**config.mk**
```make
export PLATFORM = sky130hd
export DESIGN_NAME = pipe_track_flat
export DESIGN_NICKNAME = d
export VERILOG_FILES = /design/src/rtl/pipe_track_if.sv /design/src/rtl/pipe_track.sv /design/src/flat_wrapper.sv
export SDC_FILE = /design/constraint.sdc
export NUM_CORES = 1
export LEC_CHECK = 0
export CORE_MARGIN = 4
export CORE_UTILIZATION = 42
export CTS_BUF_LIST = sky130_fd_sc_hd__clkbuf_4
export CTS_CLUSTER_DIAMETER = 100
export DETAILED_ROUTE_END_ITERATION = 16
export PLACE_DENSITY_LB_ADDON = 0.25
export SLEW_MARGIN = 40
export SYNTH_ARGS = -nofsm -noshare
export SYNTH_HDL_FRONTEND = slang
export SYNTH_SLANG_ARGS = --single-unit
```
**constraint.sdc**
```tcl
create_clock -name clk -period 1.5 [get_ports clk]
set_input_delay 0.45 -clock clk [delete_from_list [all_inputs] [get_ports clk]]
set_output_delay 0.45 -clock clk [all_outputs]
set_load 0.05 [all_outputs]
```
**src/rtl/pipe_track_if.sv**
```systemverilog
// pipe_track_if: D-stage inputs and per-stage destination/source tags
// exchanged between the pipeline datapath and the hazard-tracking block.
interface pipe_track_if;
   logic [31:0] instr_D;
   logic        valid_D;
   logic        stall;
   logic        flush_E;
   logic [4:0]  A3_E;
   logic [4:0]  A3_M;
   logic [4:0]  A3_W;
   logic [1:0]  Res_E;
   logic [1:0]  Res_M;
   logic [1:0]  Res_W;
   logic [4:0]  A1_E;
   logic [4:0]  A2_E;
   logic [4:0]  A2_M;
   logic        pending;

   modport master (
      output instr_D, valid_D, stall, flush_E,
      input  A3_E, A3_M, A3_W, Res_E, Res_M, Res_W, A1_E, A2_E, A2_M, pending
   );

   modport slave (
      input  instr_D, valid_D, stall, flush_E,
      output A3_E, A3_M, A3_W, Res_E, Res_M, Res_W, A1_E, A2_E, A2_M, pending
   );
endinterface

```
**src/rtl/pipe_track.sv**
```systemverilog
// pipe_track: decodes the instruction leaving D into a write-back tag
// (destination register + result class) and shifts it through E, M, W for
// the hazard unit. Stall or flush inserts a bubble into E; M and W always drain.
// Optional build macro PIPE_TRACK_PERF_EN adds saturating stall/retire counters.
module pipe_track #(
   parameter int CNT_W = 16
) (
   input  logic        clk,
   input  logic        rst_n,
   pipe_track_if.slave pt
`ifdef PIPE_TRACK_PERF_EN
   ,
   output logic [CNT_W-1:0] stall_cnt,
   output logic [CNT_W-1:0] retire_cnt
`endif
);

   localparam logic [1:0] RES_NW  = 2'b00;
   localparam logic [1:0] RES_ALU = 2'b01;
   localparam logic [1:0] RES_DM  = 2'b10;
   localparam logic [1:0] RES_PC  = 2'b11;

   logic [5:0] op;
   logic [5:0] func;
   logic [4:0] rs;
   logic [4:0] rt;
   logic [4:0] rd;
   logic       unused_shamt;

   assign op           = pt.instr_D[31:26];
   assign rs           = pt.instr_D[25:21];
   assign rt           = pt.instr_D[20:16];
   assign rd           = pt.instr_D[15:11];
   assign func         = pt.instr_D[5:0];
   assign unused_shamt = ^pt.instr_D[10:6];

   logic [4:0] dec_a3;
   logic [1:0] dec_res;
   logic       load_e;

   logic [4:0] a3_e_d, a1_e_d, a2_e_d;
   logic [1:0] res_e_d;
   logic [4:0] a3_e_q, a3_m_q, a3_w_q;
   logic [1:0] res_e_q, res_m_q, res_w_q;
   logic [4:0] a1_e_q, a2_e_q, a2_m_q;

   // Decode destination register and result class of the D-stage instruction
   always_comb begin
      dec_a3  = 5'd0;
      dec_res = RES_NW;
      case (op)
         6'h00: begin
            case (func)
               6'h21, 6'h23, 6'h0A: begin   // addu, subu, movz (movz assumed to write)
                  dec_a3  = rd;
                  dec_res = RES_ALU;
               end
               6'h09: begin                 // jalr
                  dec_a3  = rd;
                  dec_res = RES_PC;
               end
               default: ;
            endcase
         end
         6'h0D, 6'h0E, 6'h0F: begin         // ori, xori, lui
            dec_a3  = rt;
            dec_res = RES_ALU;
         end
         6'h23: begin                       // lw
            dec_a3  = rt;
            dec_res = RES_DM;
         end
         6'h03: begin                       // jal
            dec_a3  = 5'd31;
            dec_res = RES_PC;
         end
         default: ;
      endcase
      // Writes to $0 are discarded, so they never create a hazard
      if (dec_a3 == 5'd0) begin
         dec_res = RES_NW;
      end
   end

   assign load_e = pt.valid_D & ~pt.stall & ~pt.flush_E;

   // Select decoded tag or bubble for the E stage
   always_comb begin
      a3_e_d  = 5'd0;
      res_e_d = RES_NW;
      a1_e_d  = 5'd0;
      a2_e_d  = 5'd0;
      if (load_e) begin
         a3_e_d  = dec_a3;
         res_e_d = dec_res;
         a1_e_d  = rs;
         a2_e_d  = rt;
      end
   end

   // Shift tags through E, M and W every edge
   always_ff @(posedge clk or negedge rst_n) begin
      if (!rst_n) begin
         a3_e_q  <= 5'd0;
         a3_m_q  <= 5'd0;
         a3_w_q  <= 5'd0;
         res_e_q <= RES_NW;
         res_m_q <= RES_NW;
         res_w_q <= RES_NW;
         a1_e_q  <= 5'd0;
         a2_e_q  <= 5'd0;
         a2_m_q  <= 5'd0;
      end else begin
         a3_e_q  <= a3_e_d;
         res_e_q <= res_e_d;
         a1_e_q  <= a1_e_d;
         a2_e_q  <= a2_e_d;
         a3_m_q  <= a3_e_q;
         res_m_q <= res_e_q;
         a2_m_q  <= a2_e_q;
         a3_w_q  <= a3_m_q;
         res_w_q <= res_m_q;
      end
   end

   assign pt.A3_E    = a3_e_q;
   assign pt.A3_M    = a3_m_q;
   assign pt.A3_W    = a3_w_q;
   assign pt.Res_E   = res_e_q;
   assign pt.Res_M   = res_m_q;
   assign pt.Res_W   = res_w_q;
   assign pt.A1_E    = a1_e_q;
   assign pt.A2_E    = a2_e_q;
   assign pt.A2_M    = a2_m_q;
   assign pt.pending = (res_e_q != RES_NW) | (res_m_q != RES_NW) | (res_w_q != RES_NW);

`ifdef PIPE_TRACK_PERF_EN
   logic             v_e_q, v_m_q;
   logic [CNT_W-1:0] stall_cnt_q, stall_cnt_d;
   logic [CNT_W-1:0] retire_cnt_q, retire_cnt_d;

   // Saturating counter increments; a valid bit leaving M means a retirement
   always_comb begin
      stall_cnt_d  = stall_cnt_q;
      retire_cnt_d = retire_cnt_q;
      if ((pt.stall | pt.flush_E) && (stall_cnt_q != {CNT_W{1'b1}})) begin
         stall_cnt_d = stall_cnt_q + 1'b1;
      end
      if (v_m_q && (retire_cnt_q != {CNT_W{1'b1}})) begin
         retire_cnt_d = retire_cnt_q + 1'b1;
      end
   end

   // Per-stage valid bits and counter registers
   always_ff @(posedge clk or negedge rst_n) begin
      if (!rst_n) begin
         v_e_q        <= 1'b0;
         v_m_q        <= 1'b0;
         stall_cnt_q  <= '0;
         retire_cnt_q <= '0;
      end else begin
         v_e_q        <= load_e;
         v_m_q        <= v_e_q;
         stall_cnt_q  <= stall_cnt_d;
         retire_cnt_q <= retire_cnt_d;
      end
   end

   assign stall_cnt  = stall_cnt_q;
   assign retire_cnt = retire_cnt_q;
`endif

endmodule

```
**src/flat_wrapper.sv**
```systemverilog
// flat-port wrapper written by rule: the top's interface ports become plain ports
module pipe_track_flat 
#(
   parameter int CNT_W = 16
)
  (clk, rst_n, pt_instr_D, pt_valid_D, pt_stall, pt_flush_E, pt_A3_E, pt_A3_M, pt_A3_W, pt_Res_E, pt_Res_M, pt_Res_W, pt_A1_E, pt_A2_E, pt_A2_M, pt_pending);
  pipe_track_if pt_i ();
  input  logic clk;
  input  logic rst_n;
  input wire logic [$bits(pt_i.instr_D)-1:0] pt_instr_D;
  input wire logic [$bits(pt_i.valid_D)-1:0] pt_valid_D;
  input wire logic [$bits(pt_i.stall)-1:0] pt_stall;
  input wire logic [$bits(pt_i.flush_E)-1:0] pt_flush_E;
  output wire logic [$bits(pt_i.A3_E)-1:0] pt_A3_E;
  output wire logic [$bits(pt_i.A3_M)-1:0] pt_A3_M;
  output wire logic [$bits(pt_i.A3_W)-1:0] pt_A3_W;
  output wire logic [$bits(pt_i.Res_E)-1:0] pt_Res_E;
  output wire logic [$bits(pt_i.Res_M)-1:0] pt_Res_M;
  output wire logic [$bits(pt_i.Res_W)-1:0] pt_Res_W;
  output wire logic [$bits(pt_i.A1_E)-1:0] pt_A1_E;
  output wire logic [$bits(pt_i.A2_E)-1:0] pt_A2_E;
  output wire logic [$bits(pt_i.A2_M)-1:0] pt_A2_M;
  output wire logic [$bits(pt_i.pending)-1:0] pt_pending;
  assign pt_i.instr_D = pt_instr_D;
  assign pt_i.valid_D = pt_valid_D;
  assign pt_i.stall = pt_stall;
  assign pt_i.flush_E = pt_flush_E;
  assign pt_A3_E = pt_i.A3_E;
  assign pt_A3_M = pt_i.A3_M;
  assign pt_A3_W = pt_i.A3_W;
  assign pt_Res_E = pt_i.Res_E;
  assign pt_Res_M = pt_i.Res_M;
  assign pt_Res_W = pt_i.Res_W;
  assign pt_A1_E = pt_i.A1_E;
  assign pt_A2_E = pt_i.A2_E;
  assign pt_A2_M = pt_i.A2_M;
  assign pt_pending = pt_i.pending;
  pipe_track #(.CNT_W(CNT_W)) u_core (.clk(clk), .rst_n(rst_n), .pt(pt_i));
endmodule
```
# Word level (Yosys, flattened, before mapping)
# Cells that the tools add are included.
# Widths: inputs -> output; s select.
[totals] ram_bits=0 n_memories=0 rom_bits=0 out_inout_bits=37 latch_bits=0 reg_bits=36
[op_classes] div_mod_pow=0 shift=0 n_addsub=0 mux=9 bitwise=6 n_eq_ne=9 magnitude_cmp=0 mul=0 reduce_logical=9
[op_table] operator="$eq 6x4->1 const B" n=5
[op_table] operator="$mux 5" n=4
[op_table] operator="$eq 6x6->1 const B" n=3
[op_table] operator="$pmux 5 s3" n=1
[op_table] operator="$pmux 2 s4" n=1
[op_table] operator="$reduce_or 4->1" n=2
[op_table] operator="$eq 6x2->1 const B" n=1
[op_table] operator="$logic_not 6->1" n=1
[op_table] operator="$reduce_bool 2->1" n=3
[op_table] operator="$reduce_or 3->1" n=2
[op_table] operator="$logic_not 5->1" n=1
[op_table] operator="$mux 2" n=2
[op_table] operator="$pmux 2 s2" n=1
[op_table] operator="$and 1x1->1" n=2
[op_table] operator="$not 1->1" n=2
[op_table] operator="$or 1x1->1" n=2

# Longest topological paths before layout
[logic_depth] ltp_word=7 ltp_mapped=5

# Worst setup path before layout
# Ideal clock, no wire load.
[synth_timing] path_type="reg2out" startpoint="reg u_core.res_m_q[1], in the netlist u_core.pt.Res_M[1]" endpoint="out pt_pending" stages_incl_launch_ff=3 slack_ps=-151 t_arrival_ps=1201 t_required_ps=1050 path_cell_list="dfrtp_1 nor4_1 nand2_1"
[synth_between] elab_chain_len=3
[synth_lines] element="from (decl)" line_no="pipe_track.sv:44" source="logic [1:0] res_e_q, res_m_q, res_w_q;"
[synth_lines] element="from (signal assigned)" line_no="pipe_track.sv:119" source="res_m_q <= res_e_q;"
[synth_lines] element="$reduce_bool 2->1" line_no="pipe_track.sv:135" source="assign pt.pending = (res_e_q != RES_NW) | (res_m_q != RES_NW) | (res_w_q != RES_NW);"
[synth_lines] element="$or 1x1->1 (2 in a row)" line_no="pipe_track.sv:135"
[synth_lines] element="to (decl)" line_no="flat_wrapper.sv:23" source="output wire logic [$bits(pt_i.pending)-1:0] pt_pending;"
# Every way passes these cells.

# Worst setup path after layout
[layout_timing] startpoint="reg u_core.res_w_q[0], in the netlist u_core.pt.Res_W[0]" endpoint="out pt_pending"
[layout_between] elab_chain_len=2
[layout_lines] element="from (decl)" line_no="pipe_track.sv:44"
[layout_lines] element="from (signal assigned)" line_no="pipe_track.sv:122" source="res_w_q <= res_m_q;"
[layout_lines] element="$reduce_bool 2->1" line_no="pipe_track.sv:135"
[layout_lines] element="$or 1x1->1" line_no="pipe_track.sv:135"
# Every way passes these cells.

==> results.json <==
{
  "syn_avg_cell_area_um2": 13.5,
  "synth_edf_count": 0,
  "drive_above_1_share": 0.538,
  "htreeDepth": 2,
  "die-area_um2": 4140,
  "synthCells": 99,
  "core_area_um2": 3050,
  "yosysSeqAreaShare": 0.675,
  "r2r_end": "u_core.pt.Res_W[0]",
  "tightestPinTransition_ns": 0.459,
  "routabilityCongestion": 0.880,
  "post-route-min-period_ns": 1.81,
  "irDropWorstVdd_v": 0.000607,
  "wirelength_um": 5800,
  "viasPerCell": 5.63,
  "clk_pin_slew_ns": 0.11,
  "timing.fmax_mhz": 551,
  "initial_utilization": 0.437,
  "die_width_um": 64.4,
  "die_h_um": 64.4,
  "max_stage_delay_ns": 0.46,
  "hpwl_um": 3870,
  "rr_worst_depth": 1,
  "worst-setup-path-type": "flop to output pin",
  "area_growth_pct": 106,
  "violations": "negative setup slack",
  "antenna_left": 0,
  "grt_pass1_vias": 1472,
  "maxSlewViolCount": 0,
  "hold_buffers": 0,
  "num_antenna_cells": 0,
  "rows": 20,
  "async_flop_share": 1.00,
  "cp.required_ns": 1.05,
  "design_area_um2": 2740,
  "pre_cts_slack_ns": -0.702,
  "fin_nets": 233,
  "clock_tree.buffer_depth": 2,
  "cts_tree": "yes",
  "layout_commonest_cell": "buf_12",
  "grt_pass1_wl_um": 8590,
  "vias": 1357,
  "portBuffers": 68,
  "cap_violations": 0,
  "netlist_area_um2": 1330,
  "drtPass1Iterations": 4,
  "final_cell_mix": "36 x buf_12, 32 x dfrtp_1, 19 x buf_4",
  "post_drt_wl_per_cell_um": 24.1,
  "rsz0062_at_grt": "true",
  "critPathSlowestCell": "dfrtp_2",
  "power_density_nw_per_um2": 667,
  "synth.distinct_cells": 30,
  "overflow": 0,
  "clock_sink_count": 36,
  "fin_skew_ns": 0.00671,
  "hold_viol_final": 0,
  "synth_flop_cell": "dfrtp_1",
  "period_share": 1.21,
  "setup_violations": 5,
  "status": "finished, violations left",
  "grt_use_total": 0.297,
  "arrival_ns": 1.36,
  "syn_nets": 136,
  "min_path_type": "input port to async pin",
  "synth_warnings": 0,
  "finalSetupTns_ns": -0.553,
  "slew-limit-headroom": 0.694,
  "grt_max_degree": 37,
  "layout_setup_ws_ns": -0.315,
  "startpoint_type": "flop",
  "placed_area_um2": 2550,
  "r2r_slack_ns": 0.82,
  "ios": 74,
  "antenna_found_initial": 0,
  "clockRootBuffer": "clkbuf_4",
  "drt_iter0_markers": 84,
  "end_kind": "output pin",
  "power_leakage_uw": 0.00129,
  "insertion_delay_ns": 0.35,
  "cts_buffers": 5,
  "drc_errors": 0,
  "r2r_start": "u_core.pt.Res_M[0]",
  "crit_path_cell_trace": "nor4_4 -> nand2_2 -> buf_6",
  "ys_ff_latch": 36,
  "path_max_fanout": 2
}
==> per-layer routing <==
layer  up-vias  wire (um)  part of all wire  global-route usage
met5         -          0                 0                   0
met4         0        260             0.045               0.169
met3        22        316             0.054              0.0633
met2        93       3200              0.55               0.561
met1       686       2030              0.35               0.294
li1        556          -                 -                   -
==> kinds of logic (layout without fill, tap and decap cells) <==
logic type             count (synthesis)  in the layout  share of synthesized area
flip-flops                            36             36                      0.675
AO/OA/AOI/OAI                         23             23                      0.119
AND/OR/NAND/NOR                       38             38                      0.200
buffers and inverters                  2            100                    0.00562
==> flip-flops by register name, indices dropped and copies added, names as in the netlist <==
register and flops:
u_core.pt.A2_E 5, u_core.pt.A3_W 5, u_core.pt.A2_M 5, u_core.pt.Res_M 2
u_core.pt.Res_W 2, u_core.pt.Res_E 2, u_core.pt.A3_M 5, u_core.pt.A1_E 5
u_core.pt.A3_E 5
==> report_power, final <==
part           leakage [uW]  switching (uW)  internal (uW)  total (uW)
clock             0.0000307             336            192         527
combinational      0.000765             161            151         312
sequential         0.000493            10.9            981         992
total               0.00129             508           1320        1830
==> how the worst max path moves through the flow <==
| stage | startpoint | to | slack (ns) | depth (start not counted) |
|---|---|---|---|---|
| after floorplan | u_core.pt.Res_M[1] | pt_pending | 0.006 | 2 |
| after global placement | pt_instr_D[3] | u_core.pt.Res_E[1] | -0.51 | 6 |
| after detailed placement | pt_instr_D[3] | u_core.pt.A3_E[1] | -0.70 | 6 |
| after CTS | u_core.pt.Res_W[0] | pt_pending | -0.29 | 3 |
| after global routing | u_core.pt.Res_W[0] | pt_pending | -0.38 | 3 |
| final | u_core.pt.Res_W[0] | pt_pending | -0.31 | 3 |
==> Yosys cell counts, types with 2 or more instances <==
| library cell | number | share of area |
|---|---|---|
| or4_1 | 2 | 0.011 |
| and2_1 | 10 | 0.047 |
| nor2_1 | 6 | 0.017 |
| and4b_1 | 2 | 0.015 |
| nand4_1 | 3 | 0.014 |
| nand2_1 | 3 | 0.0084 |
| a21oi_1 | 8 | 0.030 |
| a22oi_1 | 5 | 0.028 |
| o21ai_0 | 2 | 0.0075 |
| nor2_2 | 2 | 0.0094 |
| dfrtp_1 | 36 | 0.68 |
| o31ai_1 | 2 | 0.011 |
==> critical path, delay by kind of cell (launching register included) <==
kind	cells	cell delay (ns)
DFF	1	0.46
buffers and inverters	1	0.16
and+or+nand+nor	2	0.39
==> per-stage QoR <==
stage          power [uW]  hold slack [ns]  utilization  std cells
6_report             1830            0.115        0.899        241
5_1_grt              1890            0.133        0.899        241
4_1_cts              1810            0.129        0.895        239
3_5_place_dp         1300            0.423        0.836        226
3_3_place_gp         1280            0.417        0.836        226
2_1_floorplan        1090            0.154            -         99
==> repair_timing <==
| item | CTS | global route |
|---|---|---|
| endpoints found under the setup margin | 8 | 10 |
| pin swaps | 16 | 14 |
| gates resized for setup | 44 | 23 |
| buffers inserted | 6 | 2 |
| endpoints found under the hold margin | 0 | 0 |
==> cell type report <==
class / count / area [um2]
Multi-Input combinational cell: 61 / 542
Sequential cell: 36 / 906
Clock buffer: 6 / 45.0
Timing Repair Buffer: 91 / 1180
Fill cell: 109 / 309
Tap cell: 44 / 55.1
Clock inverter: 2 / 7.51
Inverter: 1 / 3.75
No activity file was read; power rests on OpenSTA's default activity.
